### src/rtl/ncl_th_gate_sequencer.sv
// ncl_th_gate_sequencer
//
// Clocked stimulus/check controller for a single NCL threshold gate (THmn
// family). For every non-NULL input pattern (1 .. 2^N_IN-1, ascending) it
// drives a NULL wavefront, waits for the gate output to reset, then drives
// the DATA wavefront and waits for the output to reach the expected
// threshold value (popcount(pattern) >= THRESH). Each phase waits at most
// TIMEOUT cycles. A NULL timeout records a failure and skips that pattern's
// DATA phase. A DATA phase either passes or times out.
//
// Optional feature (compile-time macro SEQ_STOP_ON_FAIL_EN):
//   defined   - the first recorded failure ends the sweep immediately (DONE)
//   undefined - the sweep always covers every pattern
//
// Parameters:
//   N_IN    - number of gate inputs (2..4)
//   THRESH  - gate threshold m
//   TIMEOUT - max cycles per phase waiting for the expected output (>= 1)
//
// Ports:
//   clk            in   sole clock, rising edge
//   rst            in   synchronous active-high reset
//   start          in   begin a sweep (sampled in IDLE or DONE only)
//   y              in   output of the gate-under-test
//   gate_in        out  gate inputs (bit 0 = a, bit 1 = b, ...)
//   busy           out  high while a NULL or DATA phase is in progress
//   done           out  high in DONE
//   vec_idx        out  current pattern
//   pass_cnt       out  patterns passed
//   fail_cnt       out  patterns failed
//   first_fail_idx out  pattern of the first failure, 0 if none
//
// All outputs come straight from flops; y only reaches next-state logic.

module ncl_th_gate_sequencer #(
    parameter int N_IN    = 3,
    parameter int THRESH  = 1,
    parameter int TIMEOUT = 15
) (
    input  logic            clk,
    input  logic            rst,
    input  logic            start,
    input  logic            y,
    output logic [N_IN-1:0] gate_in,
    output logic            busy,
    output logic            done,
    output logic [N_IN-1:0] vec_idx,
    output logic [N_IN:0]   pass_cnt,
    output logic [N_IN:0]   fail_cnt,
    output logic [N_IN-1:0] first_fail_idx
);

    // Timer only has to reach TIMEOUT-1.
    localparam int TW = (TIMEOUT > 1) ? $clog2(TIMEOUT) : 1;

    localparam logic [N_IN-1:0] LAST_PAT  = {N_IN{1'b1}};
    localparam logic [N_IN-1:0] FIRST_PAT = N_IN'(1);
    localparam logic [TW-1:0]   TMR_LAST  = TW'(TIMEOUT - 1);
    localparam logic [N_IN:0]   THRESH_W  = (N_IN + 1)'(THRESH);

    typedef enum logic [1:0] {
        IDLE    = 2'd0,
        NULL_PH = 2'd1,
        DATA_PH = 2'd2,
        DONE    = 2'd3
    } state_t;

    // Number of asserted rails in a pattern.
    function automatic logic [N_IN:0] popcount(input logic [N_IN-1:0] v);
        logic [N_IN:0] cnt;
        cnt = {(N_IN + 1){1'b0}};
        for (int i = 0; i < N_IN; i++) begin
            cnt = cnt + {{N_IN{1'b0}}, v[i]};
        end
        return cnt;
    endfunction

    state_t          state_r, state_s;
    logic [N_IN-1:0] gate_r, gate_s;
    logic [N_IN-1:0] vec_r, vec_s;
    logic [N_IN:0]   pass_r, pass_s;
    logic [N_IN:0]   fail_r, fail_s;
    logic [N_IN-1:0] ffi_r, ffi_s;
    logic [TW-1:0]   timer_r, timer_s;
    logic            busy_r, busy_s;
    logic            done_r, done_s;

    logic            y_exp_s;
    logic            timer_exp_s;
    logic            fail_ev_s;
    logic            adv_s;

    // Next-state, counter and wavefront computation.
    always_comb begin
        state_s     = state_r;
        gate_s      = gate_r;
        vec_s       = vec_r;
        pass_s      = pass_r;
        fail_s      = fail_r;
        ffi_s       = ffi_r;
        timer_s     = timer_r;
        fail_ev_s   = 1'b0;
        adv_s       = 1'b0;
        y_exp_s     = 1'b0;
        timer_exp_s = (timer_r == TMR_LAST);

        if (state_r == DATA_PH) begin
            y_exp_s = (popcount(vec_r) >= THRESH_W);
        end else begin
            y_exp_s = 1'b0;
        end

        case (state_r)
            IDLE, DONE: begin
                if (start) begin
                    pass_s  = {(N_IN + 1){1'b0}};
                    fail_s  = {(N_IN + 1){1'b0}};
                    ffi_s   = {N_IN{1'b0}};
                    vec_s   = FIRST_PAT;
                    gate_s  = {N_IN{1'b0}};
                    timer_s = {TW{1'b0}};
                    state_s = NULL_PH;
                end else begin
                    state_s = state_r;
                end
            end
            NULL_PH: begin
                if (y == 1'b0) begin
                    gate_s  = vec_r;
                    timer_s = {TW{1'b0}};
                    state_s = DATA_PH;
                end else if (timer_exp_s) begin
                    // Gate never reset: count a failure, skip its DATA phase.
                    fail_ev_s = 1'b1;
                    adv_s     = 1'b1;
                end else begin
                    timer_s = timer_r + TW'(1);
                end
            end
            DATA_PH: begin
                if (y == y_exp_s) begin
                    pass_s = pass_r + (N_IN + 1)'(1);
                    adv_s  = 1'b1;
                end else if (timer_exp_s) begin
                    fail_ev_s = 1'b1;
                    adv_s     = 1'b1;
                end else begin
                    timer_s = timer_r + TW'(1);
                end
            end
            default: begin
                state_s = IDLE;
                gate_s  = {N_IN{1'b0}};
            end
        endcase

        if (fail_ev_s) begin
            fail_s = fail_r + (N_IN + 1)'(1);
            if (fail_r == {(N_IN + 1){1'b0}}) begin
                ffi_s = vec_r;
            end else begin
                ffi_s = ffi_r;
            end
        end else begin
            fail_s = fail_s;
        end

        if (adv_s) begin
            gate_s = {N_IN{1'b0}};
            if (vec_r == LAST_PAT) begin
                state_s = DONE;
            end else begin
                vec_s   = vec_r + N_IN'(1);
                timer_s = {TW{1'b0}};
                state_s = NULL_PH;
            end
        end else begin
            vec_s = vec_s;
        end

`ifdef SEQ_STOP_ON_FAIL_EN
        // First failure ends the sweep; remaining patterns are not driven.
        if (fail_ev_s) begin
            state_s = DONE;
            gate_s  = {N_IN{1'b0}};
            vec_s   = vec_r;
        end else begin
            state_s = state_s;
        end
`endif

        busy_s = (state_s == NULL_PH) || (state_s == DATA_PH);
        done_s = (state_s == DONE);
    end

    // State and output registers with synchronous reset.
    always_ff @(posedge clk) begin
        if (rst) begin
            state_r <= IDLE;
            gate_r  <= {N_IN{1'b0}};
            vec_r   <= {N_IN{1'b0}};
            pass_r  <= {(N_IN + 1){1'b0}};
            fail_r  <= {(N_IN + 1){1'b0}};
            ffi_r   <= {N_IN{1'b0}};
            timer_r <= {TW{1'b0}};
            busy_r  <= 1'b0;
            done_r  <= 1'b0;
        end else begin
            state_r <= state_s;
            gate_r  <= gate_s;
            vec_r   <= vec_s;
            pass_r  <= pass_s;
            fail_r  <= fail_s;
            ffi_r   <= ffi_s;
            timer_r <= timer_s;
            busy_r  <= busy_s;
            done_r  <= done_s;
        end
    end

    assign gate_in        = gate_r;
    assign busy           = busy_r;
    assign done           = done_r;
    assign vec_idx        = vec_r;
    assign pass_cnt       = pass_r;
    assign fail_cnt       = fail_r;
    assign first_fail_idx = ffi_r;

endmodule

### config.mk
export PLATFORM = sky130hd
export DESIGN_NAME = ncl_th_gate_sequencer
export DESIGN_NICKNAME = d
export VERILOG_FILES = /design/src/rtl/ncl_th_gate_sequencer.sv
export SDC_FILE = /design/constraint.sdc
export NUM_CORES = 1
export LEC_CHECK = 0
export CAP_MARGIN = 0
export CELL_PAD_IN_SITES_DETAIL_PLACEMENT = 0
export CELL_PAD_IN_SITES_GLOBAL_PLACEMENT = 2
export CORE_MARGIN = 2
export CORE_UTILIZATION = 34
export CTS_CLUSTER_SIZE = 12
export DETAILED_ROUTE_END_ITERATION = 8
export GPL_TIMING_DRIVEN = 0
export PLACE_DENSITY_LB_ADDON = 0.1
export SLEW_MARGIN = 20
export SYNTH_ARGS = -nofsm -noshare
export SYNTH_HDL_FRONTEND = slang
export SYNTH_SLANG_ARGS = --single-unit
### constraint.sdc
create_clock -name clk -period 5.6 [get_ports clk]
set_input_delay 1.12 -clock clk [delete_from_list [all_inputs] [get_ports clk]]
set_output_delay 1.12 -clock clk [all_outputs]
set_load 0.05 [all_outputs]
==> flow_summary.json, run 1 <==
{
  "firstDrtPassIters": 4,
  "nets": 204,
  "yosys_warnings": 0,
  "post-place-ws_ns": 2.32,
  "worst_pin_slew_ns": 0.667,
  "slew_violations": 0,
  "power_mw": 0.394,
  "cts.clk_slew.worst_paths_ns": 0.09,
  "synth_edf_count": 0,
  "async_flop_share_pct": 0,
  "synth_xor_area_share_pct": 1.83,
  "synth_area_leaders": "dfxtp_1 (35%), ha_1 (8.7%), a21oi_1 (4.2%)",
  "critPathMaxFanout": 10,
  "rsz0062_at_grt": "no",
  "max_freq_ghz": 0.337,
  "min_path_cells": 2,
  "power_density_nw_per_um2": 226,
  "antenna_cells": 0,
  "die_y_um": 69.0,
  "grt_max_degree": 16,
  "fin_ws_ns": 2.63,
  "rrSetupSlack_ns": 2.88,
  "synth-compound-area-share_pct": 22.5,
  "cts_resized": 0,
  "synthMuxAreaShare_pct": 2.87,
  "ctsLongestPathBuffers": 2,
  "final_area_um2": 1750,
  "timing.critical_path.required_ns": 5.75,
  "finalWeightedCongestion": 0.824,
  "p_leak_nw": 0.639,
  "pin_count": 23,
  "ant_nets": 0,
  "fin_setup_tns_ns": 0,
  "synth-seq-cells": 25,
  "place_area_um2": 1700,
  "cp_cell_sequence": "clkdlybuf4s50_1 -> nand2b_1 -> clkbuf_1 -> a21oi_1 -> a211oi_1 -> nor2_1 -> ha_1 -> nor2b_1",
  "synthSimpleGateAreaFrac_pct": 23.4,
  "syn_nets": 179,
  "clock_sinks": 25,
  "synthCells": 164,
  "vias": 1256,
  "io_buffers": 20,
  "synth.top_cell.area_share_pct": 34.8,
  "post-cts-setup-buffers": 0,
  "start_kind": "input port",
  "die_w_um": 69.0,
  "relSlewSlack_pct": 55.5,
  "cts_hold_buffers": 0,
  "synth_ff_type": "dfxtp_1",
  "slowest_stage": "clkdlybuf4s50_1",
  "worstPathArrival_ns": 3.12,
  "start_util_pct": 35.7,
  "synth_area_leader_cell": "dfxtp_1",
  "avgRoutedWirePerCell_um": 14.3,
  "hold_viol_final": 0,
  "outcome": "complete, no violations",
  "synth_cell_types": 43,
  "finalCritPeriodShare_pct": 53.0,
  "clk_latency_ns": 0.27,
  "hp-class": "register to register",
  "critPathCaptureType": "register",
  "fin_hold_ws_ns": 0.463,
  "grt_pass1_wl_mm": 5.93,
  "drt_iter0_drc": 46,
  "drive_above_1_share_pct": 7.98,
  "vdd_drop_max_v": 0.000122,
  "synth_area_per_cell_um2": 8.77,
  "finalSetupViolCount": 0,
  "drv_cap": 0,
  "ff2ff_path_depth": 9,
  "slowest_delay_ns": 0.57,
  "num_rows": 23,
  "yosysSeqAreaShare_pct": 34.8,
  "final.setup_skew_ns": 0.00457,
  "syn_area_um2": 1440,
  "synthAdderAreaFrac_pct": 10.1,
  "die_area_um2": 4760,
  "grt_overflow_total": 0,
  "synth_top_family_by_area": "simple AND/OR/NAND/NOR gates",
  "routed_wl_mm": 3.40,
  "cts_inserted_buffers": 3,
  "grt_pass1_vias": 1271,
  "grtUsageTotal_pct": 15.3,
  "post-route-min-period_ns": 2.97,
  "crit_type": "input port to register",
  "clockRootBuffer": "clkbuf_8",
  "vias_per_cell": 5.28,
  "antenna_found_initial": 0,
  "hpwl_mm": 2.60,
  "h-tree-depth": 1,
  "syn_to_final_growth_pct": 21.7,
  "route.detailed.drc": 0,
  "cts_tree": "yes",
  "core_region_area_um2": 4030
}
cell families after synthesis:
group                      after synthesis
AOI/OAI and AO/OA                       47
xor gates and xnor gates                 3
adders and majority gates               11
buffers and inverters                   16
DFF                                     25
muxes                                    4
and+or+nand+nor                         58
Yosys cell counts, types with 2 or more instances:
master / instances
a211oi_1: 4
a21boi_1: 2
a21oi_1: 12
a22oi_1: 4
a31o_2: 2
a31oi_1: 2
and3_1: 4
clkbuf_1: 5
dfxtp_1: 25
ha_1: 10
inv_1: 10
mux2i_1: 3
nand2_1: 11
nand2b_1: 7
nand3_1: 8
nand3b_1: 2
nor2_1: 8
nor2b_1: 6
nor3_1: 3
o211ai_1: 4
o21ai_0: 9
xor2_1: 2
registers in the layout (all words and copies together) (netlist names):
| register | flops |
|---|---|
| fail_cnt | 4 |
| state_r | 2 |
| busy | 1 |
| gate_in | 3 |
| pass_cnt | 4 |
| first_fail_idx | 3 |
| timer_r | 4 |
| done | 1 |
| vec_idx | 3 |
per-stage QoR:
| step | utilization, % | cells |
|---|---|---|
| final | 43.4 | 238 |
| after global routing | 43.4 | 238 |
| after CTS | 43.4 | 238 |
| after detailed placement | 42.2 | 234 |
| after global placement | 42.2 | 234 |
| after floorplan | - | 164 |
worst max-delay path, delay by kind of cell:
kind	cells	cell delay (ns)
adder cells (fa/ha/maj)	1	0.27
AO/OA/AOI/OAI	2	0.43
AND/OR/NAND/NOR	3	0.33
buffers and inverters	2	0.95
routing by layer:
layer | GRT usage (%) | up-vias | routed length (µm)
met1 | 20.1 | 595 | 1600
met4 | 4.58 | 0 | 24
met2 | 25.9 | 26 | 1690
met5 | 0 | - | 0
met3 | 2.19 | 2 | 85
li1 | - | 633 | -
area by class of cell:
cell class | count | area, µm²
Tap cell | 50 | 62.6
Clock buffer | 3 | 41.3
Sequential cell | 25 | 500
Timing Repair Buffer | 20 | 200
Inverter | 10 | 37.5
Multi-Input combinational cell | 123 | 873
Buffer | 6 | 26.3
Clock inverter | 1 | 7.51
Fill cell | 425 | 2280
report_power, final:
group	leakage [nW]	switching [mW]	total, mW	internal, mW
combinational	0.415	0.0624	0.0965	0.0341
clock	0.0217	0.0595	0.110	0.0504
sequential	0.202	0.00470	0.188	0.183
worst paths after layout:
kind	startpoint	endpoint
setup / recovery	start	busy
hold / removal	first_fail_idx[1]	first_fail_idx[1]
setup reg to reg	vec_idx[0]	busy
hold reg to reg	first_fail_idx[1]	first_fail_idx[1]
cell usage in the layout, fill, tap and decap left out, drive strengths merged, types with 2 or more instances in the layout:
cell type	count
o21ai	10
a22oi	4
nor2	8
nor2b	6
o211ai	4
clkdlybuf4s50	20
nand2	12
nand3b	2
a211oi	4
mux2i	3
a31o	2
dfxtp	25
nor3	3
a21oi	13
inv	10
xor2	2
nand2b	7
and3	4
a31oi	2
ha	10
a21boi	2
clkbuf	8
nand3	8
Power figures use the tool's default switching activity.
==> inputs of run 2 (changes only) <==
- CORE_UTILIZATION: 34 -> 32
- clock period: 5.6 -> 3 ns (I/O delays scaled with it)
==> flow_summary.json, run 2 (same netlist as run 1, synthesis figures left out) <==
{
  "die_area_um2": 5040,
  "critPathMaxFanout": 7,
  "vias_per_cell": 5.30,
  "outcome": "complete, no violations",
  "p_sw_share_pct": 32.8,
  "critPathCaptureType": "register",
  "rsz0062_at_grt": "no",
  "slowest_stage": "fa_1",
  "io_buffers": 20,
  "grtUsageTotal_pct": 14.2,
  "antenna_cells": 0,
  "post-cts-setup-buffers": 0,
  "cts_inserted_buffers": 3,
  "clockRootBuffer": "clkbuf_8",
  "slowest_delay_ns": 0.63,
  "fin_cells": 240,
  "pin_count": 23,
  "fin_hold_ws_ns": 0.467,
  "combPwrFrac_pct": 24.4,
  "fin_ws_ns": 0.238,
  "hpwl_mm": 2.63,
  "mostFrequentLayoutCells": "dfxtp_1 (25), clkdlybuf4s50_1 (20), a21oi_1 (12), nand2_1 (11)",
  "dp_cells": 236,
  "final_util_pct": 40.2,
  "clock_sinks": 25,
  "cts_hold_buffers": 0,
  "die_w_um": 71.0,
  "core_region_area_um2": 4350,
  "start_kind": "register",
  "syn_to_final_growth_pct": 21.7,
  "route.detailed.drc": 0,
  "h-tree-depth": 1,
  "p_leak_nw": 0.643,
  "post-place-ws_ns": 0.234,
  "final_common_cell": "dfxtp_1",
  "routed_wl_mm": 3.48,
  "relSlewSlack_pct": 52.7,
  "die_y_um": 71.0,
  "start_util_pct": 33.0,
  "cp_cell_sequence": "inv_1 -> fa_1 -> a21boi_1 -> o21bai_2 -> nand2_1 -> a211oi_1 -> nor2_1 -> ha_1 -> nor2b_1",
  "hp-class": "register to register",
  "final.setup_skew_ns": 0.00370,
  "drv_cap": 0,
  "num_rows": 24,
  "place_area_um2": 1700,
  "fin_setup_tns_ns": 0,
  "cts_resized": 0,
  "drt_iter0_drc": 50,
  "antenna_found_initial": 0,
  "vdd_drop_max_v": 0.000301,
  "grt_pass1_wl_mm": 5.85,
  "clk_latency_ns": 0.27,
  "finalCritPeriodShare_pct": 92.1,
  "vias": 1272,
  "p_int_mw": 0.499,
  "post-route-min-period_ns": 2.76,
  "power_mw": 0.742,
  "crit_family": "adder cells",
  "drive_above_1_share_pct": 7.98,
  "finalSetupViolCount": 0,
  "avgRoutedWirePerCell_um": 14.5,
  "hold_viol_final": 0,
  "worst_pin_slew_ns": 0.710,
  "nets": 204,
  "ant_nets": 0,
  "worstPathArrival_ns": 2.91,
  "cts.clk_slew.worst_paths_ns": 0.09,
  "firstDrtPassIters": 4,
  "grt_max_degree": 15,
  "crit_type": "register to register",
  "worst-path-buf-inv": 1,
  "final_area_um2": 1750,
  "p_clk_share_pct": 28.2,
  "grt_pass1_vias": 1202,
  "ctsLongestPathBuffers": 2,
  "timing.critical_path.required_ns": 3.15,
  "max_freq_ghz": 0.362,
  "cts_tree": "yes",
  "power_density_nw_per_um2": 424,
  "slew_violations": 0,
  "p_sw_mw": 0.243,
  "seqPwrFrac_pct": 47.4,
  "finalWeightedCongestion": 0.787,
  "grt_overflow_total": 0
}
[run 2: worst paths after layout]
path	startpoint	end	slack (ns)	depth (start not counted)
setup reg to reg	vec_idx[0]	busy	0.24	9
setup / recovery	vec_idx[0]	busy	0.24	9
hold reg to reg	first_fail_idx[1]	first_fail_idx[1]	0.47	2
hold / removal	first_fail_idx[1]	first_fail_idx[1]	0.47	2
[run 2: worst reg2reg max path: cells and delay by family, from the launching register on]
family / cells / cell delay, ns
compound gates: 3 / 0.77
fa+ha+maj: 2 / 0.90
flops: 1 / 0.49
buf+inv: 1 / 0.11
simple gates: 3 / 0.39
[run 2: power groups by stage]
stage               combinational (mW)  sequential, mW  clock [mW]
finish                           0.181           0.352       0.210
global route                     0.200           0.353       0.231
CTS                              0.181           0.352       0.215
detailed placement               0.180           0.359           0
global placement                 0.179           0.359           0
floorplan                        0.112           0.380           0
[run 2: metal layers]
layer	GRT usage, %	vias to the layer above	wire (µm)
li1	-	637	-
met1	20.8	604	1780
met2	21.1	27	1530
met3	3.56	4	120
met4	3.14	0	56
met5	0	-	0
[run 2: cell type report]
type                            instances  area, µm²
Buffer                                  6       26.3
Clock buffer                            3       41.3
Clock inverter                          1       5.00
Fill cell                             448       2610
Inverter                               10       37.5
Multi-Input combinational cell        123        873
Sequential cell                        25        500
Tap cell                               52       65.1
Timing Repair Buffer                   20        200
==> inputs of run 3 (changes only) <==
- GPL_ROUTABILITY_DRIVEN: not set -> 0
==> results of run 3 <==
Final layout, timing and power as in run 2 (identical DEF).
